$ cat config.mk
export PLATFORM = sky130hd
export DESIGN_NAME = acc_control_fsm
export DESIGN_NICKNAME = d
export VERILOG_FILES = /design/src/rtl/acc_control_fsm.sv
export SDC_FILE = /design/constraint.sdc
export NUM_CORES = 1
export LEC_CHECK = 0
export CORE_UTILIZATION = 41
export CTS_CLUSTER_SIZE = 24
export DETAILED_ROUTE_END_ITERATION = 12
export HOLD_SLACK_MARGIN = 0.02
export PLACE_DENSITY = 0.78
export SLEW_MARGIN = 20
export SYNTH_ARGS = -nofsm -noshare
export SYNTH_HDL_FRONTEND = slang
export SYNTH_SLANG_ARGS = --single-unit
$ cat constraint.sdc
create_clock -name clk -period 1.7 [get_ports clk]
set_input_delay 0.17 -clock clk [delete_from_list [all_inputs] [get_ports clk]]
set_output_delay 0.17 -clock clk [all_outputs]
set_load 0.005 [all_outputs]
$ cat src/rtl/acc_control_fsm.sv
// -----------------------------------------------------------------------------
// acc_control_fsm
//   Multi-cycle control FSM for the 8-bit accumulator datapath (5-bit PC,
//   3-bit opcode, 5-bit operand). It sequences each instruction through
//   fetch / decode / memory / execute and issues the datapath load and select
//   strobes. It also handshakes with a variable-latency data memory.
//
// Parameters
//   ACK_TIMEOUT  maximum number of MEM cycles spent waiting for dm_ack
//                (only used when CTRL_WATCHDOG_EN is defined)
//   CNT_W        width of the retired-instruction counter
//
// Build option
//   CTRL_WATCHDOG_EN  when defined, adds a dm_ack watchdog and a sticky ERR
//                     state. When undefined, MEM waits forever and err is 0.
//
// Ports
//   clk        system clock, rising edge
//   reset      asynchronous, active-low reset
//   run        1 = execute; sampled in IDLE and NEXT only
//   opcode     instruction[7:5] from the datapath instruction register
//   ac_zero    accumulator == 0
//   dm_ack     data memory done; read data valid in the same cycle
//   ir_ld      capture instruction bus into IR
//   pc_ld      PC load enable
//   pc_src     0 = PC+1, 1 = operand
//   ld_ac      accumulator load enable
//   ac_src     0 = ALU result, 1 = data memory read bus
//   dm_req     data memory request, held until dm_ack
//   dm_we      write qualifier, meaningful only while dm_req = 1
//   halted     HALT state reached
//   err        dm_ack watchdog expired (sticky until reset)
//   instr_cnt  retired-instruction count, wraps silently
// -----------------------------------------------------------------------------
module acc_control_fsm #(
  parameter int ACK_TIMEOUT = 15,
  parameter int CNT_W       = 16
) (
  input  logic             clk,
  input  logic             reset,
  input  logic             run,
  input  logic [2:0]       opcode,
  input  logic             ac_zero,
  input  logic             dm_ack,
  output logic             ir_ld,
  output logic             pc_ld,
  output logic             pc_src,
  output logic             ld_ac,
  output logic             ac_src,
  output logic             dm_req,
  output logic             dm_we,
  output logic             halted,
  output logic             err,
  output logic [CNT_W-1:0] instr_cnt
);

  typedef enum logic [2:0] {
    OP_HLT = 3'd0,
    OP_LDA = 3'd1,
    OP_STA = 3'd2,
    OP_ADD = 3'd3,
    OP_SUB = 3'd4,
    OP_AND = 3'd5,
    OP_JMP = 3'd6,
    OP_SKZ = 3'd7
  } opcode_t;

  typedef enum logic [2:0] {
    S_IDLE,
    S_FETCH,
    S_DECODE,
    S_MEM,
    S_EXEC,
    S_NEXT,
`ifdef CTRL_WATCHDOG_EN
    S_HALT,
    S_ERR
`else
    S_HALT
`endif
  } state_t;

  // Elaboration-time sanity checks on the parameters.
  if (ACK_TIMEOUT < 1) begin : g_bad_ack_timeout
    $error("acc_control_fsm: ACK_TIMEOUT must be at least 1");
  end
  if (CNT_W < 1) begin : g_bad_cnt_w
    $error("acc_control_fsm: CNT_W must be at least 1");
  end

  state_t           r_state;
  state_t           w_next_state;
  opcode_t          w_op;
  logic             w_retire;
  logic [CNT_W-1:0] r_instr_cnt;

  assign w_op = opcode_t'(opcode);

`ifdef CTRL_WATCHDOG_EN
  localparam int WAIT_W = $clog2(ACK_TIMEOUT + 1);

  logic [WAIT_W-1:0] r_wait_cnt;
  logic              w_timeout;

  // The counter only advances while stalled in MEM, so any other state acts
  // as the "cleared on MEM entry" point. The last permitted wait cycle is the
  // one where the count already holds ACK_TIMEOUT-1. An ack in that cycle
  // still completes normally, because the MEM branch checks dm_ack first.
  assign w_timeout = (r_wait_cnt == WAIT_W'(ACK_TIMEOUT - 1));

  always_ff @(posedge clk or negedge reset) begin
    if (!reset) begin
      r_wait_cnt <= '0;
    end else if (r_state == S_MEM && !dm_ack) begin
      r_wait_cnt <= r_wait_cnt + WAIT_W'(1);
    end else begin
      r_wait_cnt <= '0;
    end
  end
`endif

  // NOTE: the state and counter registers use non-blocking assignments. Every
  // flop then samples the pre-edge values, whatever order the blocks run in.
  // The outputs decode from r_state, so the asynchronous reset clears them in
  // the same cycle, including a dm_req that is still outstanding.
  always_ff @(posedge clk or negedge reset) begin
    if (!reset) begin
      r_state     <= S_IDLE;
      r_instr_cnt <= '0;
    end else begin
      r_state <= w_next_state;
      if (w_retire) begin
        r_instr_cnt <= r_instr_cnt + CNT_W'(1);
      end
    end
  end

  assign instr_cnt = r_instr_cnt;

  // NOTE: every signal written here gets a default before the case
  // statement. Without that, a path that skips an assignment would make
  // synthesis infer a latch.
  always_comb begin
    w_next_state = r_state;
    w_retire     = 1'b0;
    ir_ld        = 1'b0;
    pc_ld        = 1'b0;
    pc_src       = 1'b0;
    ld_ac        = 1'b0;
    ac_src       = 1'b0;
    dm_req       = 1'b0;
    dm_we        = 1'b0;
    halted       = 1'b0;
    err          = 1'b0;

    case (r_state)
      S_IDLE: begin
        if (run) w_next_state = S_FETCH;
      end

      S_FETCH: begin
        ir_ld        = 1'b1;
        w_next_state = S_DECODE;
      end

      S_DECODE: begin
        case (w_op)
          OP_HLT:         w_next_state = S_HALT;
          OP_JMP, OP_SKZ: w_next_state = S_EXEC;
          default:        w_next_state = S_MEM;
        endcase
      end

      S_MEM: begin
        dm_req = 1'b1;
        dm_we  = (w_op == OP_STA);
        if (dm_ack) begin
          // Read data is valid in the ack cycle, so the load happens here
          // rather than one cycle later in NEXT.
          case (w_op)
            OP_LDA: begin
              ld_ac  = 1'b1;
              ac_src = 1'b1;
            end
            OP_ADD, OP_SUB, OP_AND: begin
              ld_ac = 1'b1;
            end
            default: ;
          endcase
          w_next_state = S_NEXT;
        end
`ifdef CTRL_WATCHDOG_EN
        else if (w_timeout) begin
          w_next_state = S_ERR;
        end
`endif
      end

      S_EXEC: begin
        if (w_op == OP_JMP) begin
          // A jump loads the target directly, so it skips the PC+1 in NEXT
          // and retires here instead.
          pc_ld        = 1'b1;
          pc_src       = 1'b1;
          w_retire     = 1'b1;
          w_next_state = S_FETCH;
        end else begin
          // SKZ: an extra PC+1 here, plus the one in NEXT, skips one word.
          pc_ld        = ac_zero;
          w_next_state = S_NEXT;
        end
      end

      S_NEXT: begin
        pc_ld        = 1'b1;
        w_retire     = 1'b1;
        w_next_state = run ? S_FETCH : S_IDLE;
      end

      S_HALT: begin
        halted = 1'b1;
      end

`ifdef CTRL_WATCHDOG_EN
      S_ERR: begin
        err = 1'b1;
      end
`endif

      default: begin
        w_next_state = S_IDLE;
      end
    endcase
  end

endmodule

==> results of run 1 <==
## worst max-delay path, cell delays in order, from the launching register on
cell	delay, ps
dfrtp_1	370
inv_2	60
nor3b_4	250
nand2_2	100
buf_4	150
nor4b_2	210
buf_2	150
## through the flow
step           instance area, µm²  hold WS [ps]  util, %
6_report                     1500           189     65.4
5_1_grt                      1500           210     65.4
4_1_cts                      1480           192     64.4
3_5_place_dp                 1410           469     61.5
3_3_place_gp                 1410           460     61.5
2_1_floorplan                1030          -126        -
## cell usage in the layout, fill, tap and decap left out, drive strengths merged, types with 2 or more instances in the layout
cell,n
dfrtp,19
nand4,8
dlygate4sd2,4
nand2,8
clkdlybuf4s50,22
nor3b,2
clkbuf,4
nand3,7
buf,16
a21oi,3
dlymetal6s2s,2
nor3,2
and3,5
and2,2
xnor2,14
o21ai,3
nor2,4
## area by class of cell
type	count	area (µm²)	area share (%)
clock buffer	3	22.5	1.50
timing repair buffer	46	420	28.0
tap	28	35.0	2.33
inverter	1	3.75	0.250
multi-input combinational	71	539	35.9
clock inverter	1	5.00	0.333
sequential	19	475	31.7
## synthesized netlist by cell type
cell	count
buf_4	2
ha_1	1
inv_2	1
a21oi_4	1
conb_1	1
nor2b_1	1
xnor2_1	14
nor3_1	2
nand2b_4	1
o311a_1	1
a2111oi_4	1
dfrtp_1	19
and2_1	2
o211ai_1	1
o21ai_0	3
and3_1	5
mux2_2	1
nand3b_4	1
xor2_1	1
or3_2	1
nand4_1	8
nor2_1	4
nor3b_2	1
nor4b_1	1
buf_6	2
and4_1	1
a21oi_1	2
nand2_1	8
nand3_1	7
nor3b_1	1
## final timing paths
check                                           from                         to  slack [ps]  cells past startpoint
setup / recovery              r_state[0]$_DFFE_PN0P_                     ac_src         -50                      6
hold / removal                                 reset   instr_cnt[8]$_DFFE_PN0P_         190                      2
hold reg to reg            instr_cnt[15]$_DFFE_PN0P_  instr_cnt[15]$_DFFE_PN0P_         480                      1
min in group clk           instr_cnt[15]$_DFFE_PN0P_  instr_cnt[15]$_DFFE_PN0P_         480                      1
setup reg to reg            instr_cnt[6]$_DFFE_PN0P_  instr_cnt[13]$_DFFE_PN0P_         260                      4
max in group asynchronous                      reset   instr_cnt[2]$_DFFE_PN0P_        1320                      2
## power groups by stage
stage | registers (mW) | logic (mW) | clock network, mW
5_1_grt | 0.661 | 0.873 | 0.253
3_3_place_gp | 0.640 | 0.691 | 0
6_report | 0.646 | 0.800 | 0.221
2_1_floorplan | 0.635 | 0.366 | 0
4_1_cts | 0.638 | 0.754 | 0.231
3_5_place_dp | 0.643 | 0.711 | 0
## logic make-up after synthesis
group	Yosys count	synth area share [%]
buffers and inverters	5	4.00
AND/OR/NAND/NOR	44	26.1
multiplexers	1	1.09
flip-flops	19	46.1
XOR/XNOR	15	12.7
adder cells (fa/ha/maj)	1	1.21
other	1	0.364
AO/OA/AOI/OAI	9	8.37
## registers in the layout, summed over array words and instances (netlist names)
register,count
instr_cnt,16
r_state,3
## what timing repair did
item                       in CTS  in global routing
pin swaps                       2                  1
cloned                          0                  0
resized for setup              11                 11
setup endpoints to repair       8                  5
setup buffers                   4                  1
## layer usage
metal | wire (µm) | share of wire [%] | global-route usage (%) | vias to the layer above
met5 | 0 | 0 | 0 | -
met2 | 1170 | 50 | 33.3 | 37
met1 | 1030 | 44 | 24.9 | 443
met3 | 111 | 4.7 | 2.63 | 4
li1 | - | - | - | 429
met4 | 37 | 1.6 | 8.77 | 0
==> results.md, run 1 <==
* Fin crit period at 1750 ps
* Setup Crit Path Kind: reg2out
* RePlAce Congestion at 0.765
* Critical path data required time at 1530 ps
* Max Buffers Root-to-Sink at 2
* Net Switching at 583 µW
* Max Fclk at 570 MHz
* P per Cell Area at 1110 nW/µm²
* FP Rows at 17
* HPWL Detailed at 1630 µm
* Die W at 52.1 µm
* PnR Total Power at 1.67 mW
* Initial DRC count at 12
* Post-Syn Nets at 104
* Syn_area_per_cell at 10.9 µm²
* Largest net degree at the start of global routing at 20
* Crit path DAT at 1580 ps
* Total track usage at 19.7%
* TritonCTS Buffers at 3
* Yosys reg bits at 19
* Distinct cells, synth at 30
* CP Launch Type: flip-flop
* Synth Warn # at 0
* Slew Limit Fails at 0
* Core area at 2300 µm²
* Status: finished with violations
* Fin Setup TNS at -54.2 ps
* RSZ-0062 raised after global routing: yes
* Fin cells at 169
* Clock-pin slew on the worst setup and hold paths at 100 ps
* Layout area overhead at 45.6%
* Post-Syn Instances at 95
* Sequential Power Share at 38.8%
* Worst setup margin at -54.2 ps
* MaxCap Viol Count at 0
* Clk Latency, worst-skew pair at 290 ps
* Vias at 913
* Top cells by area, synth: dfrtp_1 46%, xnor2_1 12%, nand4_1 4.9%
* Die ar. at 2720 µm²
* Final net count at 151
* Average routed wire per standard cell at 13.9 µm
* CTS Sinks at 19
* Routed WL at 2350 µm
* Peak supply drop at 0.000861 V
* Port bufs at 31
* Sw frac at 35.0%
* Share of Yosys cell area claimed by the top area cell type at 46.1%
* Static Leak at 0.683 nW
* Vias in the first global route at 906
* Clk root buf: clkbuf_4
* Worst min path class: in2async
* Pre-CTS setup slack at -105 ps
* Htree depth at 1
* Final period util at 103%
* # placed instances at 160
* Detailed-route DRC error count at 0
* Initial antenna violation count at 0
* Routed Antenna Nets at 0
* Failing checks: negative setup slack
* Share of layout cells above drive strength 1 at 23.4%
* Fillers at 203
* I/O Pins at 33
* Synth area leader: dfrtp_1
* Logic pwr share at 48.0%
* Worst Skew at 2.81 ps
* Seq/Total Area, Yosys at 46.1%
* Initial Util at 44.9%
* First-pass GRT wire length at 3910 µm
* Number of hold buffers added after cts at 0
* Clk pwr share at 13.2%
* Crit path max fanout at 2
* N_diodes at 0
* Critical Path Sink Type: output port
* TritonRoute pass-1 iters at 5
* Final setup violation count at 1
* Via density per instance at 5.40
* Die height at 52.1 µm
* Post-Syn Area at 1030 µm²
* Pint at 1.08 mW
* GRT overflow at 0
* Fin. Hold Viols at 0
* TritonCTS clock tree: built
No activity file was read; power rests on OpenSTA's default activity.
==> run 2, diff against run 1 <==
- CTS_BUF_LIST: default -> sky130_fd_sc_hd__clkbuf_4
- GPL_TIMING_DRIVEN: default -> 0
==> results.md, run 2 (synthesis results as in run 1) <==
* I/O Pins at 33 (unchanged)
* Die height at 52.1 µm (unchanged)
* Final period util at 105% (+2.1 points)
* Initial DRC count at 11 (-1)
* HPWL Detailed at 1580 µm (-3.2%)
* Vias at 893 (-2.2%)
* MaxCap Viol Count at 0 (unchanged)
* Failing checks: negative setup slack
* TritonCTS Buffers at 3 (unchanged)
* First-pass GRT wire length at 3730 µm (-4.6%)
* Htree depth at 1 (unchanged)
* Initial antenna violation count at 0 (unchanged)
* # placed instances at 154 (-3.8%)
* CP peak stage delay at 400 ps (+30 ps)
* Initial Util at 44.9% (unchanged)
* RSZ-0062 raised after global routing: yes
* Average routed wire per standard cell at 14.2 µm (+2.3%)
* Slew margin rel. at 45.9%
* Max FFs per register at 16 (unchanged)
* Stages on the worst setup path at 6 (unchanged)
* Detailed-route DRC error count at 0 (unchanged)
* Slew Limit Fails at 0 (unchanged)
* Layout Utilization at 65.4% (unchanged)
* Die W at 52.1 µm (unchanged)
* Worst setup margin at -90.6 ps (-36.4 ps)
* Max Fclk at 558 MHz (-2.0%)
* Share of layout cells above drive strength 1 at 23.6% (+0.17 points)
* Peak supply drop at 0.000957 V (+11%)
* TritonRoute pass-1 iters at 4 (-1)
* Fin cells at 168 (-0.59%)
* Total track usage at 18.8% (-0.92 points)
* CTS Sinks at 19 (unchanged)
* TritonCTS clock tree: built
* Via density per instance at 5.32 (-1.6%)
* Layout area overhead at 45.6% (unchanged)
* Slew at the pin closest to its max-slew limit at 809 ps
* Crit path DAT at 1620 ps (+40 ps)
* Clk root buf: clkbuf_4
* Static Leak at 0.678 nW (-0.75%)
* GRT overflow at 0 (unchanged)
* Crit path max fanout at 6 (+4)
* Top Family by Delay on Critical Path: simple AND/OR/NAND/NOR gates
* Setup Crit Path Kind: reg2out
* Max Buffers Root-to-Sink at 2 (unchanged)
* Worst min path class: in2async
* CP most frequent cell: buf_6
* Largest net degree at the start of global routing at 20 (unchanged)
* Crit path cell chain: buf_6, nor3b_4, nand2_2, buf_6, nor4b_4, buf_2
* Critical Path Sink Type: output port
* P per Cell Area at 1120 nW/µm² (+1.2%)
* Core area at 2300 µm² (unchanged)
* Clock-pin slew on the worst setup and hold paths at 100 ps (about the same)
* Critical path data required time at 1530 ps (about the same)
* CP Launch Type: flip-flop
* Vias in the first global route at 815 (-10%)
* Worst Skew at 1.43 ps (-1.38 ps)
* Fin. Hold Viols at 0 (unchanged)
* Slowest stage cell on the critical path: dfrtp_1
* Port bufs at 31 (unchanged)
* Final net count at 150 (-0.66%)
* N_diodes at 0 (unchanged)
* Fin crit period at 1790 ps (+36.4 ps)
* Final setup violation count at 1 (unchanged)
* Clk Latency, worst-skew pair at 290 ps (about the same)
* FP Rows at 17 (unchanged)
* RePlAce Congestion at 0.775 (+1.3%)
* Status: finished with violations
* Commonest non-fill, non-tap cell in the layout: clkdlybuf4s50_1
* FF-to-FF path depth at 6 (+2)
* Fillers at 195 (-3.9%)
* CP Buf/Inv Count at 3 (unchanged)
* Routed WL at 2390 µm (+1.7%)
* Die ar. at 2720 µm² (unchanged)
* Routed Antenna Nets at 0 (unchanged)
* Commonest cells after routing, fill and taps aside: 21 x clkdlybuf4s50_1, 19 x dfrtp_1, 14 x xnor2_1, 11 x buf_4, 8 x nand4_1
* Pre-CTS setup slack at -265 ps (-160 ps)
-- run 2: per-layer routing --
layer  vias up  GRT usage, %  part of all wire (%)
met2        33          32.1                    50
li1        429             -                     -
met4         0          5.26                  0.63
met3         3          2.92                   5.4
met1       428          24.6                    44
met5         -             0                     0
-- run 2: cell type report --
class	instances	area [µm²]	area share [%]
Tap cell	28	35.0	2.33
Sequential cell	19	475	31.7
Timing Repair Buffer	41	369	24.6
Inverter	1	6.26	0.417
Clock buffer	4	30.0	2.00
Multi-Input combinational cell	71	548	36.5
Buffer	4	37.5	2.50
-- run 2: what timing repair did --
action                     in CTS  in global routing
resized for setup              21                  5
buffers inserted                3                  7
pin swaps                       3                  3
setup endpoints to repair       8                  3
hold buffers                    0                  0
-- run 2: metrics by stage --
stage / hold slack (ps) / cell area [µm²] / setup TNS (ps) / power, mW
after floorplan: -126 / 1030 / 0 / 1.00
after global placement: 461 / 1380 / -393 / 1.27
after detailed placement: 472 / 1380 / -785 / 1.28
after CTS: 363 / 1440 / -144 / 1.57
after global routing: 402 / 1500 / -213 / 1.79
final: 332 / 1500 / -90.6 / 1.69
-- run 2: power breakdown --
group / switching (mW) / internal, mW / leakage (nW)
combinational: 0.354 / 0.457 / 0.407
sequential: 0.0952 / 0.538 / 0.253
clock: 0.135 / 0.107 / 0.0184
total: 0.585 / 1.10 / 0.678
-- run 2: worst paths after layout --
check	slack, ps	end	from
max	-90	ac_src	r_state[2]$_DFFE_PN0P_
min	330	instr_cnt[0]$_DFFE_PN0P_	reset
max reg2reg	240	instr_cnt[5]$_DFFE_PN0P_	r_state[1]$_DFFE_PN0P_
min reg2reg	480	instr_cnt[15]$_DFFE_PN0P_	instr_cnt[15]$_DFFE_PN0P_
max in group asynchronous	870	instr_cnt[6]$_DFFE_PN0P_	reset
min in group clk	480	instr_cnt[15]$_DFFE_PN0P_	instr_cnt[15]$_DFFE_PN0P_
==> variant: new RTL, settings of run 2 <==
Build with the macro `CTRL_WATCHDOG_EN` defined.
--- a/src/rtl/acc_control_fsm.sv
+++ b/src/rtl/acc_control_fsm.sv
@@ -32,6 +32,8 @@
 //   err        dm_ack watchdog expired (sticky until reset)
 //   instr_cnt  retired-instruction count, wraps silently
 // -----------------------------------------------------------------------------
+`define CTRL_WATCHDOG_EN
+
 module acc_control_fsm #(
   parameter int ACK_TIMEOUT = 15,
   parameter int CNT_W       = 16
Function: no difference found for any inputs over 10 cycles, from zero or initial values and one cycle with reset low; that may be too few to reach the edited logic, so the function may still have changed.
==> variant against run 2 <==
- the run ends with DRC, setup timing left
- sequential cell count is 4 higher
- sequential share of layout area rose by 0.61 points
- combinational power increased by 53%
- cell area grew 19%
- synthesized cell count increased by 29%
- worst setup slack improved by 0.062 ns
- power up 35%
- area after synthesis up 22%
- routed wire length is 33% higher
- final cell count rose by 18%
- critical path depth did not move
==> variant: results (changes against run 2) <==
| Metric | Value |
|---|---|
| # setup viols final | 3 (was 1) |
| Mapped Avg Cell Area | 10.24 um^2 (was 10.85 um^2) |
| Worst skew pair latency | 0.32 ns (was 0.29 ns) |
| Status | finished with violations (unchanged) |
| First-pass GRT wire length | 5023 um (was 3732 um) |
| Mux cell area share after synthesis | 0.008937 (was 0.01092) |
| Setup_tns | -0.07639 ns (was -0.09058 ns) |
| Iteration-0 DRC Markers | 29 (was 11) |
| CP arrival | 1.97 ns (was 1.62 ns) |
| Met2 usage | 0.3455 (was 0.3205) |
| Slowest library cell on the worst path | or4b_4 (was dfrtp_1) |
| Ranking of synthesized cells by area | dfrtp_1 (46%), xnor2_1 (6.3%), xor2_1 (5.6%) (was dfrtp_1 (46%), xnor2_1 (12%), nand4_1 (4.9%)) |
| Top cells by count, synth | dfrtp_1 (23), inv_1 (9), nand3_1 (9), xnor2_1 (9) (was dfrtp_1 (19), xnor2_1 (14), nand2_1 (8), nand4_1 (8), nand3_1 (7)) |
| Failing checks | DRC, setup timing (was setup timing) |
| Sequential share of power | 0.334 (was 0.375) |
| XOR/XNOR Fraction of Synth Area | 0.1182 (was 0.1274) |
| Worst vdd ir | 1.120 mV (was 0.9571 mV) |
| Gr usage total | 0.1987 (was 0.1880) |
| Sw Ratio | 0.3886 (was 0.3466) |
| DP Worst Slack | -0.3907 ns (was -0.2653 ns) |
| WL per Instance | 16.01 um (was 14.23 um) |
| Post-Synth Adder-Cell Area | 0.02979 (was 0.01214) |
| Number of remaining DRC errors | 1 (was 0) |
| Leak pwr | 0.8124 nW (was 0.6780 nW) |
| Hpwl dp | 2018 um (was 1578 um) |
| Vias in the first global route | 1122 (was 815) |
| Logic pwr share | 0.545 (was 0.481) |
| Final Skew | 0.01016 ns (was 0.001426 ns) |
| Mapped Nets | 134 (was 104) |
| Compound-Gate Fraction of Synth Area | 0.1152 (was 0.08374) |
| Nets | 180 (was 150) |
| First-pass DRT Iterations | 8 (was 4) |
| Share of layout cells above drive strength 1 | 0.2440 (was 0.2357) |
| GRT met1 Usage | 0.2344 (was 0.2458) |
| Worst slew pin tran | 0.4974 ns (was 0.8090 ns) |
| Largest net degree at the start of global routing | 24 (was 20) |
| Warnings from Yosys | 0 (unchanged) |
| Synth cell types | 38 (was 30) |
| Crit-path max FO | 4 (was 6) |
| Grt met3 use | 0.04989 (was 0.02924) |
| Clock slew at reported path FFs | 0.13 ns (was 0.10 ns) |
| Final WS setup | -0.02897 ns (was -0.09058 ns) |
-- variant: changes by cell type after synthesis, sizes merged, moves of 5 or more --
cell	change
inv	+8
nand4	-7
xnor2	-5
xor2	+7
nor3	+6
-- variant: layout make-up --
| type | instances | share of cell area |
|---|---|---|
| timing repair buffer | 41 | 0.2042 |
| tap | 31 | 0.02175 |
| multi-input combinational | 87 | 0.3881 |
| clock buffer | 4 | 0.01684 |
| sequential | 23 | 0.3228 |
| buffer | 4 | 0.02316 |
| inverter | 9 | 0.02316 |
-- variant: final timing paths --
kind	slack, ns	end
hold / removal	0.33	instr_cnt[10]$_DFFE_PN0P_
min in group clk	0.33	r_state[0]$_DFFE_PN0P_
setup reg to reg	-0.03	r_state[2]$_DFFE_PN0P_
setup / recovery	-0.03	r_state[2]$_DFFE_PN0P_
max in group asynchronous	1.03	r_state[2]$_DFFE_PN0P_
hold reg to reg	0.48	instr_cnt[15]$_DFFE_PN0P_
-- variant: what timing repair did --
item / CTS / global route
buffers inserted: 6 / 2
gates resized for setup: 36 / 12
endpoints found under the setup margin: 9 / 10
endpoints found under the hold margin: 0 / 23
cloned: 1 / 0
hold buffers: 0 / 1
pin swaps: 4 / 6
-- variant: cell families after synthesis --
family          Yosys count
mux                       1
compound gates           16
xor+xnor                 17
flops                    23
buf+inv                  13
fa+ha+maj                 3
simple gates             50
-- variant: stage by stage --
stage | power [W] | cells | cell area, um^2
floorplan | 0.001295 | 123 | 1260
global placement | 0.001642 | 185 | 1609
detailed placement | 0.001672 | 185 | 1609
CTS | 0.002146 | 196 | 1729
global route | 0.002421 | 199 | 1783
finish | 0.002280 | 199 | 1783
-- variant: layer usage --
layer	share of wire	wire length [um]
met2	0.54	1719
met3	0.038	122
met5	0	0
met1	0.40	1267
met4	0.024	76
